<file path="src/rtl/rob_pkg.sv">
// ============================================================================
// Module      : rob_pkg
// Description : Shared constants and entry type for the reorder-buffer FIFOs.
// Revision    : 1.0 - initial release
// ============================================================================
`default_nettype none

package rob_pkg;

    localparam int AXI_DATA_WIDTH = 64;
    localparam int TID_WIDTH      = 8;
    localparam int FIFO_SIZE      = 16;
    localparam int FIFO_WIDTH     = TID_WIDTH + AXI_DATA_WIDTH;

    // One buffered response: transaction ID on top, payload below.
    typedef struct packed {
        logic [TID_WIDTH-1:0]      tid;
        logic [AXI_DATA_WIDTH-1:0] data;
    } rob_entry_t;

endpackage : rob_pkg

`default_nettype wire

</file>
<file path="src/rtl/rob_sync_fifo_if.sv">
// ============================================================================
// Module      : rob_sync_fifo_if
// Description : Push/pop/status bundle for rob_sync_fifo. The count_o
//               signal exists only when ROB_FIFO_COUNT_EN is defined.
// Revision    : 1.0 - initial release
// ============================================================================
`default_nettype none

interface rob_sync_fifo_if
    import rob_pkg::*;
#(
    parameter int DATA_WIDTH = rob_pkg::FIFO_WIDTH,
    parameter int ADDR_W     = $clog2(rob_pkg::FIFO_SIZE)
);

    logic                  full_o;
    logic                  write_en_i;
    logic [DATA_WIDTH-1:0] write_data_i;
    logic                  empty_o;
    logic                  read_en_i;
    logic [DATA_WIDTH-1:0] read_data_o;
`ifdef ROB_FIFO_COUNT_EN
    logic [ADDR_W:0]       count_o;
`endif

    // FIFO side
    modport slave (
        input  write_en_i,
        input  write_data_i,
        input  read_en_i,
        output full_o,
        output empty_o,
`ifdef ROB_FIFO_COUNT_EN
        output count_o,
`endif
        output read_data_o
    );

    // Producer/consumer side
    modport master (
        output write_en_i,
        output write_data_i,
        output read_en_i,
        input  full_o,
        input  empty_o,
`ifdef ROB_FIFO_COUNT_EN
        input  count_o,
`endif
        input  read_data_o
    );

endinterface : rob_sync_fifo_if

`default_nettype wire

</file>
<file path="src/rtl/rob_fifo_mem.sv">
// ============================================================================
// Module      : rob_fifo_mem
// Description : DEPTH x DATA_WIDTH register array, one synchronous write port
//               and one asynchronous read port. Contents are not reset.
// Revision    : 1.0 - initial release
// ============================================================================
`default_nettype none

module rob_fifo_mem #(
    parameter int DATA_WIDTH = 72,
    parameter int DEPTH      = 16,
    parameter int ADDR_W     = $clog2(DEPTH)
) (
    input  wire logic                  clk,
    input  wire logic                  we,
    input  wire logic [ADDR_W-1:0]     waddr,
    input  wire logic [DATA_WIDTH-1:0] wdata,
    input  wire logic [ADDR_W-1:0]     raddr,
    output logic      [DATA_WIDTH-1:0] rdata
);

    logic [DATA_WIDTH-1:0] mem [DEPTH];

    // Store the pushed entry; storage needs no reset since empty masks it.
    always_ff @(posedge clk) begin
        if (we) begin
            mem[waddr] <= wdata;
        end
    end

    assign rdata = mem[raddr];

endmodule : rob_fifo_mem

`default_nettype wire

</file>
<file path="src/rtl/rob_sync_fifo.sv">
// ============================================================================
// Module      : rob_sync_fifo
// Description : Single-clock show-ahead FIFO for the reorder buffer. The head
//               entry is presented combinationally whenever non-empty.
//               Define ROB_FIFO_COUNT_EN to add the count_o occupancy output.
// Revision    : 1.0 - initial release
// ============================================================================
`default_nettype none

module rob_sync_fifo #(
    parameter int DATA_WIDTH = rob_pkg::FIFO_WIDTH,
    parameter int FIFO_SIZE  = rob_pkg::FIFO_SIZE
) (
    input  wire logic       clk,
    input  wire logic       rst_n,
    rob_sync_fifo_if.slave  bus
);

    import rob_pkg::*;

    localparam int ADDR_W = $clog2(FIFO_SIZE);
    localparam logic [ADDR_W:0] PTR_ONE = {{ADDR_W{1'b0}}, 1'b1};

    // Pointers carry one extra wrap bit so full and empty are distinguishable.
    logic [ADDR_W:0]       wr_ptr;
    logic [ADDR_W:0]       rd_ptr;
    logic [ADDR_W-1:0]     wr_idx;
    logic [ADDR_W-1:0]     rd_idx;
    logic                  empty;
    logic                  full;
    logic                  push;
    logic                  pop;
    logic [DATA_WIDTH-1:0] mem_rdata;

    assign wr_idx = wr_ptr[ADDR_W-1:0];
    assign rd_idx = rd_ptr[ADDR_W-1:0];
    assign empty  = (wr_ptr == rd_ptr);
    assign full   = (wr_idx == rd_idx) && (wr_ptr[ADDR_W] != rd_ptr[ADDR_W]);

    // A push while full is dropped even if a pop frees a slot this cycle.
    assign push = bus.write_en_i && !full;
    assign pop  = bus.read_en_i && !empty;

    // Advance pointers on accepted operations; reset empties the FIFO.
    always_ff @(posedge clk) begin
        if (!rst_n) begin
            wr_ptr <= '0;
            rd_ptr <= '0;
        end else begin
            if (push) begin
                wr_ptr <= wr_ptr + PTR_ONE;
            end
            if (pop) begin
                rd_ptr <= rd_ptr + PTR_ONE;
            end
        end
    end

    rob_fifo_mem #(
        .DATA_WIDTH (DATA_WIDTH),
        .DEPTH      (FIFO_SIZE),
        .ADDR_W     (ADDR_W)
    ) u_mem (
        .clk   (clk),
        .we    (push),
        .waddr (wr_idx),
        .wdata (bus.write_data_i),
        .raddr (rd_idx),
        .rdata (mem_rdata)
    );

    assign bus.empty_o     = empty;
    assign bus.full_o      = full;
    // Stale storage is never exposed: an empty FIFO reads as zero.
    assign bus.read_data_o = empty ? '0 : mem_rdata;

`ifdef ROB_FIFO_COUNT_EN
    assign bus.count_o = wr_ptr - rd_ptr;
`endif

endmodule : rob_sync_fifo

`default_nettype wire

</file>
<file path="src/flat_wrapper.sv">
// flat-port wrapper written by rule: the top's interface ports become plain ports
module rob_sync_fifo_flat import rob_pkg::*;
#(
    parameter int DATA_WIDTH = rob_pkg::FIFO_WIDTH,
    parameter int FIFO_SIZE  = rob_pkg::FIFO_SIZE
)
  (clk, rst_n, bus_write_en_i, bus_write_data_i, bus_read_en_i, bus_full_o, bus_empty_o, bus_read_data_o);
  rob_sync_fifo_if #(.DATA_WIDTH(DATA_WIDTH), .ADDR_W(($clog2((rob_pkg::FIFO_SIZE))))) bus_i ();
  input  wire logic clk;
  input  wire logic rst_n;
  input wire logic [$bits(bus_i.write_en_i)-1:0] bus_write_en_i;
  input wire logic [$bits(bus_i.write_data_i)-1:0] bus_write_data_i;
  input wire logic [$bits(bus_i.read_en_i)-1:0] bus_read_en_i;
  output wire logic [$bits(bus_i.full_o)-1:0] bus_full_o;
  output wire logic [$bits(bus_i.empty_o)-1:0] bus_empty_o;
  output wire logic [$bits(bus_i.read_data_o)-1:0] bus_read_data_o;
  assign bus_i.write_en_i = bus_write_en_i;
  assign bus_i.write_data_i = bus_write_data_i;
  assign bus_i.read_en_i = bus_read_en_i;
  assign bus_full_o = bus_i.full_o;
  assign bus_empty_o = bus_i.empty_o;
  assign bus_read_data_o = bus_i.read_data_o;
  rob_sync_fifo #(.DATA_WIDTH(DATA_WIDTH), .FIFO_SIZE(FIFO_SIZE)) u_core (.clk(clk), .rst_n(rst_n), .bus(bus_i));
endmodule
</file>
<file path="config.mk">
export PLATFORM = sky130hd
export DESIGN_NAME = rob_sync_fifo_flat
export DESIGN_NICKNAME = d
export VERILOG_FILES = /design/src/rtl/rob_pkg.sv /design/src/rtl/rob_sync_fifo_if.sv /design/src/rtl/rob_fifo_mem.sv /design/src/rtl/rob_sync_fifo.sv /design/src/flat_wrapper.sv
export SDC_FILE = /design/constraint.sdc
export NUM_CORES = 1
export LEC_CHECK = 0
export CORE_ASPECT_RATIO = 0.75
export CORE_MARGIN = 2
export CORE_UTILIZATION = 61
export CTS_CLUSTER_SIZE = 30
export DETAILED_ROUTE_END_ITERATION = 8
export GPL_TIMING_DRIVEN = 0
export PLACE_DENSITY = 0.88
export SYNTH_ARGS = -nofsm -noshare
export SYNTH_HDL_FRONTEND = slang
export SYNTH_HIERARCHICAL = 1
export SYNTH_SLANG_ARGS = --single-unit
</file>
<file path="constraint.sdc">
create_clock -name clk -period 9.9 [get_ports clk]
set_input_delay 1.98 -clock clk [delete_from_list [all_inputs] [get_ports clk]]
set_output_delay 1.98 -clock clk [all_outputs]
set_load 0.03 [all_outputs]
</file>
# ---- Word level (Yosys, flattened, before mapping)
# Memory sizes are Yosys's and may differ from the RTL's. A register that Yosys moved wholly into a read port is not among the register bits.
# Cells that the tools add are included.
dict set report op_classes {
  addsub 2
  eq_ne 3
  n_mux 5
  n_reduce_logical 5
}
# cell n
set op_table {}
lappend op_table {{72-bit 2-to-1 mux} 1}
lappend op_table {{5-bit by 1-bit adder with 5-bit output, second input constant} 2}
lappend op_table {{4-bit 2-to-1 mux} 2}
lappend op_table {{5-bit equality test} 1}
lappend op_table {{4-bit equality test} 1}
lappend op_table {{1-bit logical AND} 3}
lappend op_table {{1-bit logical NOT} 2}
lappend op_table {{1-bit 2-to-1 mux} 2}
lappend op_table {{1-bit inequality test} 1}
dict set report totals {
  ff_bits 10
  mem_bits_rw 1152
  inputBits 76
  out_inout_bits 74
  elab_cells 18
  n_memories 1
}
# memory depth width rd rd_ports_with_merged_regs write_ports line_no
set mem_list {}
lappend mem_list {u_core.u_mem.mem 16 72 1 1 1 rob_fifo_mem.sv:22} ;# logic [DATA_WIDTH-1:0] mem [DEPTH];

# ---- Depth between registers and ports, before layout
dict set report logic_depth {
  ltp_word 6
  depth_mapped 7
  mapped_depth_nobuf 5
}

# ---- By module
# The synthesis kept the hierarchy.
# module n_inst cells_each area_per_inst_um2 seq_area_each_um2
set modules_own_cells {}
lappend modules_own_cells {rob_fifo_mem 1 1778 43108.8 34593.2}
lappend modules_own_cells {rob_sync_fifo 1 153 1376.3 200.2}

# ---- Worst setup path before layout
# Ideal clock, no wire load.
dict set report synth_path {
  path_kind {input-to-reg}
  from {in bus_write_en_i}
  to {mem u_core.u_mem.mem[0][0] (enable)}
  setup_time_ns 0.590
  t_arrival_ns 7.642
  required_ns 9.310
  path_slack_ns 1.668
  path_stages 3
  n_path_buf 0
  path_cell_list {a21boi_2 or3b_2 nor3_1}
}
dict set report synth_between {
  elab_chain_len 3
}
# item line_no
set synth_rtl {}
lappend synth_rtl {{start, declared} flat_wrapper.sv:11} ;# input wire logic [$bits(bus_i.write_en_i)-1:0] bus_write_en_i;
lappend synth_rtl {{1-bit logical AND} rob_sync_fifo.sv:41} ;# assign push = bus.write_en_i && !full;
lappend synth_rtl {{1-bit 2-to-1 mux} rob_fifo_mem.sv:26} ;# if (we) begin
lappend synth_rtl {{1-bit 2-to-1 mux (not written as such)} rob_fifo_mem.sv:27} ;# mem[waddr] <= wdata;
lappend synth_rtl {{end, declared} rob_fifo_mem.sv:22}
# Every way passes these cells.

# ---- Final worst setup path
dict set report layout_path {
  from {reg u_core.rd_ptr[1]}
  to {out bus_read_data_o[53]}
}
dict set report layout_between {
  elab_chain_len 2
}
# item line_no
set layout_rtl {}
lappend layout_rtl {{start, declared} rob_sync_fifo.sv:26} ;# logic [ADDR_W:0] rd_ptr;
lappend layout_rtl {{start signal, assigned} rob_sync_fifo.sv:54} ;# rd_ptr <= rd_ptr + PTR_ONE;
lappend layout_rtl {{5-bit equality test} rob_sync_fifo.sv:37} ;# assign empty = (wr_ptr == rd_ptr);
lappend layout_rtl {{72-bit 2-to-1 mux} rob_sync_fifo.sv:75} ;# assign bus.read_data_o = empty ? '0 : mem_rdata;
lappend layout_rtl {{end, declared} flat_wrapper.sv:16} ;# output wire logic [$bits(bus_i.read_data_o)-1:0] bus_read_data_o;
# Every way passes these cells.

==> flow_summary.json <==
{
  "status": "complete, no violations",
  "required_ps": 7920,
  "critPathSlowestCell": "clkbuf_1",
  "yosys.area_share.simple": 0.02616,
  "drv_cap": 0,
  "multi_input_area_mm2": 0.009077,
  "p_leak_nw": 16.10,
  "antenna_found_initial": 6,
  "synth-seq-cells": 1162,
  "synth_area_per_cell_um2": 23.04,
  "synth_cell_type_count": 37,
  "port_buffers": 149,
  "drt-pass1-iter-count": 6,
  "endpoint_kind": "primary output",
  "worst_pin_slew_ps": 1201,
  "critPathTopFamily": "buffers and inverters",
  "overflow": 0,
  "crit_fanout": 10,
  "post_drt_wl_per_cell_um": 35.16,
  "clk_path_buf_depth": 3,
  "synth_most_common_cell": "edfxtp_1",
  "rsz0062_at_grt": "no",
  "place_congestion": 0.7746,
  "seqCellArea_mm2": 0.03479,
  "tns_ps": 0,
  "ctsResizeCount": 0,
  "cts_root_buf": "clkbuf_16",
  "clkTransAtPathRegs_ps": 60,
  "fillers": 3706,
  "postCtsHoldBufs": 0,
  "vias_per_cell": 7.025,
  "core_mm2": 0.07200,
  "synth_ff_type": "edfxtp_1",
  "cp_slowest_stage_delay_ps": 700,
  "synthCells": 1931,
  "vias": 23154,
  "muxShareOfSynthArea": 0.1474,
  "crit_top_cell": "buf_2",
  "yosys.area.top_type_share": 0.7776,
  "antenna_left": 0,
  "drc": 0,
  "clkSinkCount": 1162,
  "crit_buf_inv": 4,
  "path_cells": "buf_2 > clkbuf_1 > buf_2 > mux4_2 > a22oi_1 > nand2_1 > and2_4 > clkdlybuf4s50_1",
  "async_flop_share": 0,
  "initial_utilization": 0.6178,
  "h-tree-depth": 3,
  "nets": 2333,
  "drive_gt1_frac": 0.2723,
  "min_path_type": "reg -> reg",
  "die_h_um": 237.9,
  "synth_fa_ha_area_frac": 0.0005625,
  "post-route-period-util": 0.6344,
  "cts_tree": "yes",
  "start_kind": "flip-flop",
  "die_w_um": 315.8,
  "grt_pass1_vias": 24061,
  "yosys-top-cells-area": "edfxtp_1 (78%), mux4_2 (15%), a22oi_1 (2.4%)",
  "dp.cells": 3109,
  "synth-compound-area-share": 0.02630,
  "ioPinCount": 150,
  "synth-xor-area-share": 0.001181,
  "synth_top_family_by_area": "multiplexers",
  "grt_pass1_wl_mm": 166.4,
  "path_class": "reg -> out",
  "clkLatencyLatePin_ps": 670,
  "die_area_mm2": 0.07513,
  "setup_viol": 0,
  "drt_iter0_markers": 3505,
  "synth.cell_area_mm2": 0.04449,
  "ys_warn_count": 6,
  "area_growth_pct": 16.46,
  "place_hpwl_mm": 66.58,
  "syn_nets": 2009,
  "cp.arrival_ps": 4300,
  "period_minus_slack_ps": 6280,
  "powerDensity_mw_per_mm2": 219.7,
  "slew_headroom": 0.1966,
  "track_usage": 0.3136,
  "grt_max_degree": 27,
  "ir_worst_vdd_uv": 127.8,
  "final_cells": 3296,
  "routed_wl_mm": 115.9,
  "rows": 85,
  "placed_cell_area_mm2": 0.04850,
  "max_freq_mhz": 159.2,
  "synth_edf_count": 1152,
  "synth_top_cell_by_area": "edfxtp_1",
  "post_cts.repair.setup_buffers": 0,
  "design_area_mm2": 0.05181,
  "clock_skew_ps": 22.53,
  "yosys-top-cells-count": "edfxtp_1 (1152), mux4_2 (288), a22oi_1 (144), nand2_1 (84), and2_4 (60)",
  "numCtsBuffers": 101,
  "ys_seq_area_frac": 0.7821,
  "drv_slew": 0,
  "finalHoldViolCount": 0
}
-- tightest hold or removal path: stages (launching register included) --
cell and delay [ps]:
dfxtp_1 350, nand2_1 90, mux2i_1 80
-- logic make-up (layout without fill, tap and decap cells) --
group                      Yosys count  after routing
AOI/OAI and AO/OA                  156            156
xor gates and xnor gates             6              6
adders and majority gates            2              2
buffers and inverters              110            515
DFF                               1162           1162
muxes                              295            295
other                                0              3
and+or+nand+nor                    200            200
-- final cells by class --
| type | instances | share of cell area |
|---|---|---|
| well taps | 957 | 0.02311 |
| plain buffers | 106 | 0.01369 |
| clock inverters | 50 | 0.009371 |
| clock buffers | 134 | 0.05437 |
| diodes | 3 | 0.0001449 |
| flip-flops and latches | 1162 | 0.6716 |
| multi-input cells | 659 | 0.1752 |
| repair buffers | 221 | 0.05219 |
| inverters | 4 | 0.0002898 |
-- path summary, 6_finish.rpt --
| kind | start | end | slack [ps] | depth (start not counted) |
|---|---|---|---|---|
| setup / recovery | u_core/rd_ptr[1] | bus_read_data_o[53] | 3620 | 8 |
| hold / removal | u_core/rd_ptr[1] | u_core/rd_ptr[1] | 580 | 2 |
| setup reg to reg | u_core/wr_ptr[0] | u_core/u_mem/mem[12][1] | 5930 | 10 |
| hold reg to reg | u_core/rd_ptr[1] | u_core/rd_ptr[1] | 580 | 2 |
-- flip-flops by register name, summed over array words and instances (netlist names) --
name,flops
u_core/wr_ptr,5
u_core/rd_ptr,5
u_core/u_mem/mem,1152
-- routing by layer --
metal | share of wire | vias to the layer above | global-route usage
met2 | 0.50 | 1936 | 0.5064
met5 | 0.00034 | - | 0
met3 | 0.11 | 355 | 0.06258
met1 | 0.35 | 12015 | 0.4272
li1 | - | 8842 | -
met4 | 0.043 | 6 | 0.1303
-- cells in the final DEF, fill, tap and decap left out, drive strengths merged --
cell type      count
dfxtp             10
edfxtp          1152
o211ai             1
a21boi             2
nor3               4
nand3              2
and4               2
buf              126
nand3b             2
clkinvlp           4
and3               1
xor2               1
bufinv             9
nor4               2
nor2              14
and2              73
nand2             85
clkinv            34
nand2b             7
a211oi             2
mux2i              7
nand4              5
a311o              1
clkdlybuf4s50    149
mux4             288
diode              3
clkbuf           186
inv                7
o21ai              1
a22oi            144
nor2b              2
or3b               1
xnor2              5
a21oi              4
ha                 2
a211o              1
-- report_power, final --
group	switching, mW	total, mW	internal, mW
registers	0.0229	5.49	5.47
clock network	1.75	3.99	2.24
logic	1.01	1.91	0.900
-- metrics by stage --
| stage | power, mW | hold WS [ps] | worst slack (ps) | util |
|---|---|---|---|---|
| finish | 11.38 | 583.7 | 3620 | 0.7195 |
| global route | 11.65 | 597.1 | 3632 | 0.7195 |
| CTS | 11.41 | 573.6 | 3745 | 0.7194 |
| detailed placement | 7.464 | 542.7 | 4516 | 0.6736 |
| global placement | 7.397 | 501.9 | -4207 | 0.6552 |
| floorplan | 6.838 | 480.6 | 1668 | - |
Note: power is estimated with default switching activity, not from simulation.
==> patch (same settings) <==
The package constant `TID_WIDTH` goes from 8 to 7.
--- a/src/rtl/rob_pkg.sv
+++ b/src/rtl/rob_pkg.sv
@@ -8,7 +8,7 @@
 package rob_pkg;
 
     localparam int AXI_DATA_WIDTH = 64;
-    localparam int TID_WIDTH      = 8;
+    localparam int TID_WIDTH      = 7;
     localparam int FIFO_SIZE      = 16;
     localparam int FIFO_WIDTH     = TID_WIDTH + AXI_DATA_WIDTH;
 
Interface: changed (resized bus_read_data_o and bus_write_data_i); port bits go from 150 to 148. No check against the original RTL was run, so the function may have changed too.
==> patch against the unedited design <==
  * Synthesized area is 1.8% lower
  * Sequential cell count shrank 16
  * First-iteration DRC count grew 23%
  * Core utilization rose by 0.47 points
  * Final area decreased by 1.4%
  * Clock power is 3% higher
  * Setup slack worse by 0.20 ns
  * Cell count down 0.73%
  * Clock skew up 0.00098 ns
  * Critical path depth shrank 2
  * Wire length is 7.1% higher
  * Sequential power is 1% lower
  * Power about the same
  * Register-to-register slack got worse by 0.18 ns
  * Critical endpoint is now bus_read_data_o[49]
==> patch: results (changes against the unedited design) <==
Logic synthesis:
- The multiplexer fraction of the synthesized cell area came to 14.8% (+0.065 points).
- The fraction of the mapped netlist area in adder cells is 0.0573% (+0.0010 points).
- The mean post-synth cell area is 22.9 um^2 (-0.52%).
- The complex-gate fraction of the synthesized area was 2.67% (+0.040 points).
- The number of flops mapped to enable cells by yosys is 1136 (-1.4%).
- By area the synthesized netlist is led by edfxtp_1 (78%), mux4_2 (15%), a22oi_1 (2.4%).
- The share of the synthesized netlist area taken by xor and xnor gates is 0.155% (+0.037 points).

Place:
- The detailed-placement wirelength estimate is 68.9 mm (+3.4%).
- The worst slack at placement is 4.53 ns (+0.0108 ns).
- The number of placed cells counting well taps is 3072 (-1.2%).
- The global placement routability congestion is 0.793 (+2.4%).

Finish:
- The filler cell count in the final layout is 3428 (-7.5%).
- The net total in the final layout is 2308 (-1.1%).
- The largest registers in the layout are u_core/u_mem/mem x1136, u_core/rd_ptr x5, u_core/wr_ptr x5.

GRT:
- The met3 usage is 9.65% (+3.4 points).
- The met2 demand-to-capacity share in global routing is 53.7% (+3.1 points).
- The met1 track demand over resource was 44.4% (+1.7 points).

Drt:
- The number of DRC markers in iteration 0 is 4314 (+23%).
- The met2 wirelength from detailed routing is 59.9 mm (+3.8%).
- The average wire per standard cell is 37.9 um (+7.9%).
- The met3 wirelength from detailed routing is 17.9 mm (+37%).
- The wire length on met1 is 39.3 mm (-1.9%).
- The via count of the routed design was 23700 (+2.5%).
- The length of the first detailed-routing pass in iterations came to 5 (-1).

Timing:
- The transition time at the pin with the least slew margin is 1.36 ns (+0.164 ns).

Pwr:
- The sequential share of power is 47.6% (-0.6 points).
- The power attributed to the clock group is 4.11 mW (+3%).
- The largest vdd supply drop was 129 uV (+0.97%).
- The leakage component of the power is 15.8 nW (-1.7%).

Clock network:
- The number of buffers created by CTS came to 103 (+2.0%).

Setup path:
- The slowest stage of the critical path is the nor2_1 cell.

Status:
- The flow ran to the end, and the final reports show no timing, DRC or antenna violations.
-- patch: final timing paths --
path / slack (ns) / startpoint / depth (start not counted) / to
worst max-delay path: 3.42 / u_core/rd_ptr[2] / 6 / bus_read_data_o[49]
worst min-delay path: 0.62 / u_core/rd_ptr[1] / 2 / u_core/rd_ptr[1]
worst max register to register: 5.75 / u_core/wr_ptr[0] / 11 / u_core/u_mem/mem[12][45]
worst min register to register: 0.62 / u_core/rd_ptr[1] / 2 / u_core/rd_ptr[1]
-- patch: layout make-up --
type / instances / area, um^2 / share of cell area (%)
buffer: 105 / 616 / 1.21
timing repair buffer: 220 / 2670 / 5.22
sequential: 1146 / 34300 / 67.2
multi-input combinational: 651 / 8850 / 17.3
antenna: 10 / 25.0 / 0.0490
inverter: 4 / 15.0 / 0.0294
tap: 946 / 1180 / 2.32
clock inverter: 64 / 682 / 1.34
clock buffer: 126 / 2730 / 5.34
